## config.mk

```make
export PLATFORM = sky130hd
export DESIGN_NAME = ram_scan_reader
export DESIGN_NICKNAME = d
export VERILOG_FILES = /design/src/rtl/ram_scan_reader.sv
export SDC_FILE = /design/constraint.sdc
export NUM_CORES = 1
export LEC_CHECK = 0
export ABC_AREA = 1
export ABC_CLOCK_PERIOD_IN_PS = 1600
export CAP_MARGIN = 20
export CORE_MARGIN = 2
export CORE_UTILIZATION = 53
export CTS_BUF_LIST = sky130_fd_sc_hd__clkbuf_8
export DETAILED_ROUTE_END_ITERATION = 8
export PLACE_DENSITY = 0.79
export SYNTH_ARGS = -nofsm -noshare
export SYNTH_HDL_FRONTEND = slang
export SYNTH_SLANG_ARGS = --single-unit
```

## constraint.sdc

```tcl
create_clock -name CLOCK_50 -period 1.6 [get_ports CLOCK_50]
set_clock_uncertainty 0.15 [all_clocks]
set_input_delay 0.32 -clock CLOCK_50 [delete_from_list [all_inputs] [get_ports CLOCK_50]]
set_output_delay 0.32 -clock CLOCK_50 [all_outputs]
set_load 0.02 [all_outputs]
```

## src/rtl/ram_scan_reader.sv

```systemverilog
// Scans a synchronous-read RAM address by address, dwelling between reads,
// and holds the last captured address/word pair for display.
module ram_scan_reader #(
    parameter int ADDR_W         = 5,
    parameter int DATA_W         = 4,
    parameter int TICKS_PER_STEP = 50_000_000
) (
    input  logic              CLOCK_50,
    input  logic              reset_n,
    input  logic              enable,
    input  logic              hold,
    output logic [ADDR_W-1:0] rd_addr,
    output logic              rd_en,
    input  logic [DATA_W-1:0] rd_data,
    output logic [ADDR_W-1:0] disp_addr,
    output logic [DATA_W-1:0] disp_data,
    output logic              disp_valid,
    output logic              sample,
    output logic              wrap
);

    localparam int CNT_W = $clog2(TICKS_PER_STEP + 1);
    localparam logic [CNT_W-1:0]  CNT_LAST = CNT_W'(TICKS_PER_STEP - 1);
    localparam logic [CNT_W-1:0]  CNT_ONE  = CNT_W'(1);
    localparam logic [ADDR_W-1:0] ADDR_ONE = ADDR_W'(1);

    typedef enum logic [1:0] {
        ST_IDLE  = 2'd0,
        ST_ISSUE = 2'd1,
        ST_DATA  = 2'd2,
        ST_WAIT  = 2'd3
    } state_t;

    state_t            state_q;
    logic [CNT_W-1:0]  cnt_q;
    logic [ADDR_W-1:0] rd_addr_q;
    logic [ADDR_W-1:0] disp_addr_q;
    logic [DATA_W-1:0] disp_data_q;
    logic              disp_valid_q;
    logic              sample_q;
    logic              wrap_q;

    always_ff @(posedge CLOCK_50 or negedge reset_n) begin
        if (!reset_n) begin
            state_q      <= ST_IDLE;
            cnt_q        <= '0;
            rd_addr_q    <= '0;
            disp_addr_q  <= '0;
            disp_data_q  <= '0;
            disp_valid_q <= 1'b0;
            sample_q     <= 1'b0;
            wrap_q       <= 1'b0;
        end else begin
            sample_q <= 1'b0;
            wrap_q   <= 1'b0;
            case (state_q)
                ST_IDLE: begin
                    if (enable) state_q <= ST_ISSUE;
                end
                // enable is deliberately ignored here so a started read always completes
                ST_ISSUE: begin
                    state_q <= ST_DATA;
                end
                ST_DATA: begin
                    disp_data_q  <= rd_data;
                    disp_addr_q  <= rd_addr_q;
                    disp_valid_q <= 1'b1;
                    sample_q     <= 1'b1;
                    wrap_q       <= (rd_addr_q == '1);
                    rd_addr_q    <= rd_addr_q + ADDR_ONE;
                    cnt_q        <= '0;
                    state_q      <= enable ? ST_WAIT : ST_IDLE;
                end
                ST_WAIT: begin
                    if (!enable) begin
                        state_q <= ST_IDLE;
                        cnt_q   <= '0;
                    end else if (!hold) begin
                        if (cnt_q == CNT_LAST) begin
                            state_q <= ST_ISSUE;
                            cnt_q   <= '0;
                        end else begin
                            cnt_q <= cnt_q + CNT_ONE;
                        end
                    end
                end
                default: state_q <= ST_IDLE;
            endcase
        end
    end

    assign rd_en      = (state_q == ST_ISSUE);
    assign rd_addr    = rd_addr_q;
    assign disp_addr  = disp_addr_q;
    assign disp_data  = disp_data_q;
    assign disp_valid = disp_valid_q;
    assign sample     = sample_q;
    assign wrap       = wrap_q;

endmodule
```

==> implementation parameters, run 1 <==
Parameter                              Value

Timing
  Unrepaired setup endpoints after global routing    yes
  Worst setup slack after layout    -82.4 ps
  Fmax    0.594 GHz
  Slew margin rel.    0.830
  Count of endpoints failing hold in the final timing report    0
  Final worst-path cycle share    1.05
  Tightest Pin Transition    254 ps
  Post-Route Setup TNS    -1140 ps
  Slew Limit Fails    0
  Post-layout min period    1680 ps
  Finish-stage setup viols    20

Synth
  Mean area per synthesized cell    7.43 um^2
  Post-synth top area share    0.468
  Post-synthesis instance total    324
  Synth unique cells    27
  Area of the mapped netlist    roughly 0.0024 mm^2
  Biggest area contributors in the synthesized netlist    sky130_fd_sc_hd__dfrtp_1 (47%), sky130_fd_sc_hd__nand2_1 (14%), sky130_fd_sc_hd__nor2_1 (9.7%), sky130_fd_sc_hd__inv_1 (6.4%), sky130_fd_sc_hd__nand3_1 (4.2%)
  Sequential area share after synthesis    0.468
  Mapped Nets    335
  Synthesis Warnings    0
  #FFs+latches synth    between 40 and 50
  Area leader, netlist    sky130_fd_sc_hd__dfrtp_1

CTS
  Maximum root-to-sink buffer count    2
  Clock tree from TritonCTS    done
  Clock transition at the registers of the reported paths    100 ps
  CTS H-tree depth    2
  Num Clock Sinks    45
  Skew-Pair Late Insertion Delay    310 ps
  Clock Root Buffer    sky130_fd_sc_hd__clkbuf_8
  CTS Buf Count    5

Global route
  Maximum number of pins on one net before global-route repair    46
  Vias in the first global route    about 2300
  Wire length of the first global-routing pass    9780 um
  Initial antenna violation count    0
  Global route overflow    0
  GRT Util Overall    0.240

Power
  Power Internal    0.00219 W
  Net switching component of the power    0.00140 W
  Leak pwr    roughly 1.6 nW
  Clk network pwr share    0.219
  Maximum vdd ir drop    0.00105 V
  Total design power    0.00359 W
  Gate power share    0.378
  Pwr per Cell Area    1120 mW/mm^2
  Sequential fraction of design power    0.403
  Switching Share    0.389

Setup path
  CP Buf/Inv Count    2
  Worst Path Required    1650 ps
  Worst-path cell chain    ha_2, inv_2, nor2_4, nand2_2, nor2_2, nand3_2, nand2_2, nand2_4, buf_4, nand2_1, nor2_1
  Cell type group with the largest total delay on the critical path    simple AND/OR/NAND/NOR gates
  Largest stage delay on the critical path    370 ps
  Slowest stage cell on the critical path    sky130_fd_sc_hd__dfrtp_1
  Startpoint Class    register
  Most common cell type on the critical path    sky130_fd_sc_hd__nand2_2
  Critical path capture point type    register
  Arrival time at the worst endpoint    1740 ps
  Type of the worst setup path    reg2reg
  Peak fanout along the critical path    7

Layout
  Post-route non-filler standard cell count    453
  Final-stage net count    411
  Layout-stage area growth over the synthesis result    33.0%
  Area of the multi-input gates    0.00112 mm^2
  Fill cell total of the finished layout    about 330
  Final core utilization    0.735
  Sequential cell area    0.00113 mm^2
  Share of cells above drive strength 1    0.217
  Number of antenna repair diodes    0

Placed design
  GP Congestion    0.949
  Count of port buffers added during placement    25
  Placed Cells incl. Taps    439
  Detail Placement HPWL    4040 um
  Setup Slack @ Placement    -308 ps

Floorplan
  Die Height    71.4 um
  Floorplan core area    approximately 0.0044 mm^2
  Horizontal die dimension    ~71 um
  Total Die Area    between 0.005 and 0.006 mm^2
  Starting utilization of the core area    0.553
  Site row count    24
  I/O Pins    26

Detailed routing
  Number of detailed-routing iterations run before antenna repair    4
  Routed Antenna Nets    0
  Detailed-route wire length per cell    12.4 um
  Count of vias placed by the detailed router    2277
  Iteration-0 DRC Markers    180
  Number of remaining DRC errors    0
  Average vias per placed instance    between 5 and 6
  Total wire length    5630 um

Worst hold path
  Class of the most critical hold timing path    reg2reg

Outcome
  Failing checks    negative setup slack
  Outcome    complete, but fails checks

Run
  Total of max-cap violations    0
power groups by stage:
stage                     clock network, W  registers, W  logic (W)
after global routing              0.000838       0.00147    0.00148
after global placement                   0       0.00147    0.00143
after CTS                         0.000789       0.00145    0.00136
after detailed placement                 0       0.00147    0.00147
final                             0.000784       0.00145    0.00136
after floorplan                          0       0.00167   0.000534
through the flow:
stage	hold WS, ps	cell area, um^2
after floorplan	-126	2410
after global placement	165	3040
after detailed placement	166	3040
after CTS	336	3150
after global routing	379	3200
final	333	3200
cells by family (layout without fill, tap and decap cells):
group	count (synthesis)	after routing	synth area share
AO/OA/AOI/OAI	16	16	0.0359
XOR/XNOR	10	10	0.0364
adder cells (fa/ha/maj)	3	3	0.0156
buffers and inverters	49	126	0.0811
flip-flops	45	45	0.468
AND/OR/NAND/NOR	201	201	0.363
layout make-up:
cell class | count | share of cell area
clock buffer | 5 | 0.0215
tap | 52 | 0.0203
sequential | 45 | 0.353
timing repair buffer | 74 | 0.193
clock inverter | 3 | 0.00899
multi-input combinational | 230 | 0.350
inverter | 44 | 0.0532
Yosys cell counts, drive strengths merged:
library cell and instances:
a21oi 2, a31oi 2, buf 3, clkbuf 2, clkinv 1, dfrtp 45, ha 3, inv 43
nand2 96, nand3 21, nand3b 2, nand4 10, nor2 65, nor3 5, o211ai 1, o21ai 10
o22ai 1, or2 2, xnor2 3, xor2 7
what timing repair did:
item                                    CTS  global route
pin swaps                                 0             4
buffers inserted                          3             2
gates resized for setup                  20            14
endpoints found under the setup margin   38            27
endpoints found under the hold margin    45             0
hold buffers                              1             0
placed cells by master (no fill, tap or decap), drive strengths merged, types with 3 or more instances in the layout:
master and count:
clkbuf 5, dlygate4sd2 17, buf 50, nor2 65, xnor2 3, dfrtp 45, o21ai 10, inv 46
nand2 96, ha 3, clkdlybuf4s50 6, nand4 10, xor2 7, nor3 5, nand3 21
registers in the layout, summed over array words and instances (netlist names):
| register | flops |
|---|---|
| sample | 1 |
| wrap | 1 |
| disp_valid | 1 |
| disp_addr | 5 |
| rd_addr | 5 |
| state_q | 2 |
| cnt_q | 26 |
| disp_data | 4 |
worst paths after layout:
check,slack (ps),startpoint,to,cells past startpoint
worst max-delay path,-80,cnt_q[0],cnt_q[13],11
worst min-delay path,330,disp_valid,disp_valid,1
worst max register to register,-80,cnt_q[0],cnt_q[13],11
worst min register to register,330,disp_valid,disp_valid,1
max in group asynchronous,710,reset_n,cnt_q[10],3
min in group asynchronous,340,reset_n,cnt_q[1],3
layer usage:
layer,GRT usage,share of wire
met3,0.0450,0.050
met5,0,0
met1,0.313,0.45
met4,0.0860,0.020
met2,0.401,0.48
worst register-to-register path: stages (launching register included):
cell and delay, ps:
sky130_fd_sc_hd__dfrtp_1 370, sky130_fd_sc_hd__ha_2 190, sky130_fd_sc_hd__inv_2 50, sky130_fd_sc_hd__nor2_4 110
sky130_fd_sc_hd__nand2_2 80, sky130_fd_sc_hd__nor2_2 100, sky130_fd_sc_hd__nand3_2 90, sky130_fd_sc_hd__nand2_2 110
sky130_fd_sc_hd__nand2_4 100, sky130_fd_sc_hd__buf_4 150, sky130_fd_sc_hd__nand2_1 40, sky130_fd_sc_hd__nor2_1 30
Power figures use the tool's default switching activity.
==> inputs of run 2 (changes only) <==
Settings changed: ABC_CLOCK_PERIOD_IN_PS 1600 to 1360, GPL_TIMING_DRIVEN set to 0.
Clock period 1.6 ns to 1.36 ns, I/O delays scaled along.
==> implementation parameters, run 2 (same netlist as run 1, synthesis figures left out) <==
Parameter                              Value

Outcome
  Outcome    complete, but fails checks (unchanged)
  Failing checks    negative setup slack (unchanged)

CTS
  Clock Root Buffer    sky130_fd_sc_hd__clkbuf_8 (unchanged)
  Skew-Pair Late Insertion Delay    300 ps (was 310 ps)
  Clock tree from TritonCTS    done (unchanged)
  CTS Buf Count    5 (unchanged)
  Maximum root-to-sink buffer count    2 (unchanged)
  Clock transition at the registers of the reported paths    100 ps (about the same)
  CTS H-tree depth    2 (unchanged)
  Num Clock Sinks    45 (unchanged)

Floorplan
  Starting utilization of the core area    0.553 (unchanged)
  Die Height    71.4 um (unchanged)
  Horizontal die dimension    71.4 um (unchanged)
  Site row count    24 (unchanged)
  Total Die Area    0.00510 mm^2 (unchanged)
  I/O Pins    26 (unchanged)
  Floorplan core area    0.00435 mm^2 (unchanged)

Layout
  Share of cells above drive strength 1    0.322 (was 0.217)
  Fill cell total of the finished layout    277 (was 325)
  Final core utilization    0.766 (was 0.735)
  Most common cell after layout, fill and taps aside    sky130_fd_sc_hd__nand2_1 (unchanged)
  Layout-stage area growth over the synthesis result    38.6% (was 33.0%)
  Largest Register    cnt_q (unchanged)
  Final cell area excluding filler cells    0.00334 mm^2 (was 0.00320 mm^2)
  Highest-count cells in the layout ignoring fill and taps    sky130_fd_sc_hd__nand2_1 (73), sky130_fd_sc_hd__nor2_1 (47), sky130_fd_sc_hd__dfrtp_1 (41) (was sky130_fd_sc_hd__nand2_1 (90), sky130_fd_sc_hd__nor2_1 (56), sky130_fd_sc_hd__buf_4 (45))
  Number of flip-flops under the largest register name    26 (unchanged)
  Number of antenna repair diodes    0 (unchanged)
  Final-stage net count    395 (was 411)

Power
  Maximum vdd ir drop    0.00117 V (was 0.00105 V)
  Leak pwr    1.56 nW (was 1.62 nW)
  Pwr per Cell Area    1500 mW/mm^2 (was 1120 mW/mm^2)

Timing
  Worst setup slack after layout    -463 ps (was -82.4 ps)
  WHS    211 ps (was 333 ps)
  Unrepaired setup endpoints after global routing    yes (unchanged)
  Final worst-path cycle share    1.34 (was 1.05)
  Finish-stage setup viols    36 (was 20)
  Slew Limit Fails    0 (unchanged)
  Count of endpoints failing hold in the final timing report    0 (unchanged)
  Tightest Pin Transition    427 ps (was 254 ps)
  Post-layout min period    1820 ps (was 1680 ps)
  Fmax    0.548 GHz (was 0.594 GHz)
  Slew margin rel.    0.716 (was 0.830)

Worst hold path
  Class of the most critical hold timing path    in2reg (was reg2reg)
  Cell depth of the worst min-delay path    3 (was 1)

Detailed routing
  Total wire length    6640 um (was 5630 um)
  Detailed-route wire length per cell    15.2 um (was 12.4 um)
  Iteration-0 DRC Markers    329 (was 180)
  Routed Antenna Nets    0 (unchanged)
  Number of detailed-routing iterations run before antenna repair    5 (was 4)
  Average vias per placed instance    5.43 (was 5.03)
  Count of vias placed by the detailed router    2371 (was 2277)
  Number of remaining DRC errors    0 (unchanged)

Setup path
  Minimum setup slack among reg-to-reg paths    -460 ps (was -80 ps)
  Critical path capture point type    register (unchanged)
  Startpoint Class    register (unchanged)
  Arrival time at the worst endpoint    1860 ps (was 1740 ps)
  Startpoint of the worst-slack reg-to-reg timing path    cnt_q[1] (was cnt_q[0])
  Worst R2R Path Depth    11 (unchanged)
  Largest stage delay on the critical path    420 ps (was 370 ps)
  Peak fanout along the critical path    5 (was 7)
  Worst-path cell chain    ha_4, inv_4, nor2_4, nand2_2, nor2_2, nand3_2, nand2_4, nand2_8, clkinv_4, clkbuf_16, nor2_1 (was ha_2, inv_2, nor2_4, nand2_2, nor2_2, nand3_2, nand2_2, nand2_4, buf_4, nand2_1, nor2_1)
  Slowest stage cell on the critical path    sky130_fd_sc_hd__dfrtp_1 (unchanged)
  Worst Path Required    1400 ps (was 1650 ps)
  End point of the critical path    cnt_q[3] (was cnt_q[13])
  Type of the worst setup path    reg2reg (unchanged)
  Worst setup path start    cnt_q[1] (was cnt_q[0])
  Endpoint of the lowest-slack register-to-register path    cnt_q[3] (was cnt_q[13])

Global route
  Maximum number of pins on one net before global-route repair    30 (was 46)
  Vias in the first global route    2230 (was 2254)
  Wire length of the first global-routing pass    9890 um (was 9780 um)
  GRT Util Overall    0.244 (was 0.240)
  Global route overflow    0 (unchanged)
  Initial antenna violation count    0 (unchanged)

Placed design
  Setup Slack @ Placement    -631 ps (was -308 ps)
  Count of port buffers added during placement    25 (unchanged)
  GP Congestion    0.937 (was 0.949)
  Post-placement cell area    0.00275 mm^2 (was 0.00304 mm^2)
  Detail Placement HPWL    3680 um (was 4040 um)

Run
  Total of max-cap violations    0 (unchanged)
-- run 2: cell types whose count changed in the layout (fill, tap and decap cells not counted), moves of 9 or more --
cell	before	now
sky130_fd_sc_hd__buf_2	2	15
sky130_fd_sc_hd__buf_4	45	17
sky130_fd_sc_hd__buf_6	1	13
sky130_fd_sc_hd__dlygate4sd2_1	17	1
sky130_fd_sc_hd__nand2_1	90	73
sky130_fd_sc_hd__nand2_2	5	16
sky130_fd_sc_hd__nor2_1	56	47
-- run 2: where the power goes --
part / leakage [nW] / internal, W / switching, W
Combinational: 0.912 / 0.000963 / 0.00124
Sequential: 0.594 / 0.00157 / 0.000184
Clock: 0.0543 / 0.000550 / 0.000484
Total: 1.56 / 0.00309 / 0.00191
-- run 2: per-layer routing --
metal / GRT usage / vias to the layer above / part of all wire
met5: 0 / - / 0
met4: 0.0964 / 0 / 0.030
met3: 0.0506 / 21 / 0.066
met2: 0.395 / 102 / 0.49
met1: 0.322 / 1115 / 0.41
li1: - / 1133 / -
-- run 2: layout make-up --
type	count	area [um^2]	share of cell area
sequential	45	1130	0.339
clock buffer	5	68.8	0.0206
inverter	44	180	0.0540
timing repair buffer	54	478	0.143
multi-input combinational	230	1320	0.395
tap	52	65.1	0.0195
clock inverter	3	46.3	0.0139
buffer	4	48.8	0.0146
-- run 2: per-stage QoR --
step | total power, W | instances | TNS, ps
after floorplan | 0.00262 | 324 | -4920
after global placement | 0.00327 | 401 | -77480
after detailed placement | 0.00329 | 402 | -17970
after CTS | 0.00461 | 431 | -8150
after global routing | 0.00527 | 437 | -13210
final | 0.00500 | 437 | -11620
-- run 2: worst min path at each step --
stage                     slack (ps)       start    endpoint
final                            210        hold  state_q[1]
after global routing             220        hold  state_q[1]
after CTS                        280     reset_n    cnt_q[0]
after detailed placement          80     reset_n    cnt_q[0]
after global placement           310  disp_valid  disp_valid
after floorplan                 -170     reset_n    cnt_q[0]
-- run 2: repair_timing --
| action | 4_1_cts | 5_1_grt |
|---|---|---|
| cloned | 0 | 1 |
| gates resized for setup | 104 | 62 |
| pin swaps | 17 | 21 |
| hold endpoints to repair | 16 | 0 |
| endpoints found under the setup margin | 61 | 44 |
| hold buffers | 1 | 0 |
| buffers inserted | 21 | 7 |
-- run 2: critical path, delay by kind of cell (launching register included) --
family	cells	cell delay (ps)
flip-flops	1	420
adder cells (fa/ha/maj)	1	180
buffers and inverters	3	260
AND/OR/NAND/NOR	7	690
==> patch (settings of run 2) <==
Add an input register stage for `enable`, `hold` and `rd_data`, without a reset; this delays them by one clock.
--- a/src/rtl/ram_scan_reader.sv
+++ b/src/rtl/ram_scan_reader.sv
@@ -31,6 +31,16 @@
         ST_WAIT  = 2'd3
     } state_t;
 
+    logic enable_q;
+    logic hold_q;
+    logic [DATA_W-1:0] rd_data_q;
+
+    always_ff @(posedge CLOCK_50) begin
+        enable_q  <= enable;
+        hold_q    <= hold;
+        rd_data_q <= rd_data;
+    end
+
     state_t            state_q;
     logic [CNT_W-1:0]  cnt_q;
     logic [ADDR_W-1:0] rd_addr_q;
@@ -55,27 +65,27 @@
             wrap_q   <= 1'b0;
             case (state_q)
                 ST_IDLE: begin
-                    if (enable) state_q <= ST_ISSUE;
+                    if (enable_q) state_q <= ST_ISSUE;
                 end
                 // enable is deliberately ignored here so a started read always completes
                 ST_ISSUE: begin
                     state_q <= ST_DATA;
                 end
                 ST_DATA: begin
-                    disp_data_q  <= rd_data;
+                    disp_data_q  <= rd_data_q;
                     disp_addr_q  <= rd_addr_q;
                     disp_valid_q <= 1'b1;
                     sample_q     <= 1'b1;
                     wrap_q       <= (rd_addr_q == '1);
                     rd_addr_q    <= rd_addr_q + ADDR_ONE;
                     cnt_q        <= '0;
-                    state_q      <= enable ? ST_WAIT : ST_IDLE;
+                    state_q      <= enable_q ? ST_WAIT : ST_IDLE;
                 end
                 ST_WAIT: begin
-                    if (!enable) begin
+                    if (!enable_q) begin
                         state_q <= ST_IDLE;
                         cnt_q   <= '0;
-                    end else if (!hold) begin
+                    end else if (!hold_q) begin
                         if (cnt_q == CNT_LAST) begin
                             state_q <= ST_ISSUE;
                             cnt_q   <= '0;
Function: changed (a bounded check fails within 4 cycles, from zero or initial values and one cycle with reset_n low).
==> patch against run 2 <==
The flow still finishes with violations (setup timing). Cell area is 4.2% higher. Total power is 2.8% higher. Area after synthesis is 4.2% higher. First-iteration DRC count is 32% lower. Routed wire length is 2.3% lower. Sequential cell count is 6 higher. Global-route usage is 0.85 points lower. Setup slack better by 25 ps. Die area is 4.0% higher. Non-clock buffer count is 5 higher. Cell count is 0.69% higher. Critical path type unchanged.
==> patch: results (changes against run 2) <==
Finish-stage setup viols 33 (was 36); synth cell count leaders nand2_1 (89), nor2_1 (53), dfrtp_1 (45), inv_1 (41), nand4_1 (16) (was nand2_1 (91), nor2_1 (62), dfrtp_1 (45), inv_1 (41), nand3_1 (20)); P_seq 1.95 mW (was 1.76 mW); Post-Syn Nets 330 (was 335); NumNets Final 396 (was 395); Initial DRC Count 224 (was 329); largest net degree at the start of global routing 32 (was 30); sequential-to-total area share from yosys stat 49.68% (was 46.78%); ys async rst share 88.24% (was 100.0%); Setup WS post-layout -438.1 ps (was -463.3 ps); violated checks setup timing (unchanged); run status finished with violations (unchanged); DR WL met2 3293 um (was 3247 um); root buffer cell clkbuf_8 (unchanged); # fillers 312 (was 277); HPWL Detailed 3733 um (was 3676 um); gr usage total 23.53% (was 24.37%); layout cell share with drive strength beyond 1 35.75% (was 32.21%); main area contributors after synthesis dfrtp_1 (45%), nand2_1 (13%), nor2_1 (7.9%) (was dfrtp_1 (47%), nand2_1 (14%), nor2_1 (9.7%)); final wirelength 6484 um (was 6635 um); Hold WS 256.5 ps (was 211.2 ps); placed cell area 2861 um2 (was 2753 um2); grt met1 use 29.64% (was 32.17%); TNS Setup -10780 ps (was -11620 ps); routability congestion estimate 0.8566 (was 0.9370); post-place setup slack -490.7 ps (was -631.4 ps); Peak VDD IR 1.408 mV (was 1.169 mV); Hold WC Path Type primary input to async pin (was primary input to flop); Synth cell types 30 (was 27); clock power share 18.1% (was 20.7%); worst rel slew slack 68.58% (was 71.55%); first-pass GRT wire length 9673 um (was 9894 um); DRT met1 WL 2562 um (was 2748 um); clock-net power 931 uW (was 1.03 mW)
-- patch: kinds of logic (layout without fill, tap and decap cells) --
family	after synthesis	count (layout)	share of synthesized area (%)
adder cells (fa/ha/maj)	3	3	1.496
buffers and inverters	51	118	8.379
flip-flops	51	51	49.68
AO/OA/AOI/OAI	19	19	4.638
AND/OR/NAND/NOR	187	187	33.02
XOR/XNOR	8	8	2.793
-- patch: final timing paths --
check,start,to,depth (start not counted)
max,cnt_q[0],cnt_q[23],11
min,reset_n,cnt_q[2],2
max reg2reg,cnt_q[0],cnt_q[23],11
min reg2reg,rd_data_q[3],disp_data[3],2
max in group asynchronous,reset_n,cnt_q[11],3
min in group CLOCK_50,rd_data[0],rd_data_q[0],1
-- patch: worst max-delay path, cell delays in order (launching register included) --
cell and delay (ps):
dfrtp_1 370, ha_2 190, inv_2 50, nor2_4 100
nand2_2 80, nor2_2 140, nand3_2 150, nand2_4 120
nand2_4 80, inv_6 80, buf_8 130, nor2_1 60
-- patch: stage by stage --
step                      instances  utilization, %
after floorplan                 319               -
after global placement          398           61.49
after detailed placement        399           61.81
after CTS                       425           68.14
after global routing            440           75.11
final                           440           75.11
-- patch: cell type report --
cell class                 instances  area (um2)  area share [%]
clock buffer                       6       82.58           2.375
clock inverter                     2       16.27          0.4678
sequential                        51        1251           35.98
tap                               54       67.56           1.943
inverter                          47       183.9           5.290
buffer                             3       30.03          0.8636
timing repair buffer              60       523.0           15.04
multi-input combinational        217        1323           38.04
-- patch: what timing repair did --
| item | in CTS | in global routing |
|---|---|---|
| endpoints found under the hold margin | 14 | 0 |
| resized for setup | 102 | 76 |
| cloned | 1 | 0 |
| pin swaps | 10 | 22 |
| setup buffers | 16 | 20 |
| hold buffers | 1 | 0 |
| setup endpoints to repair | 59 | 42 |
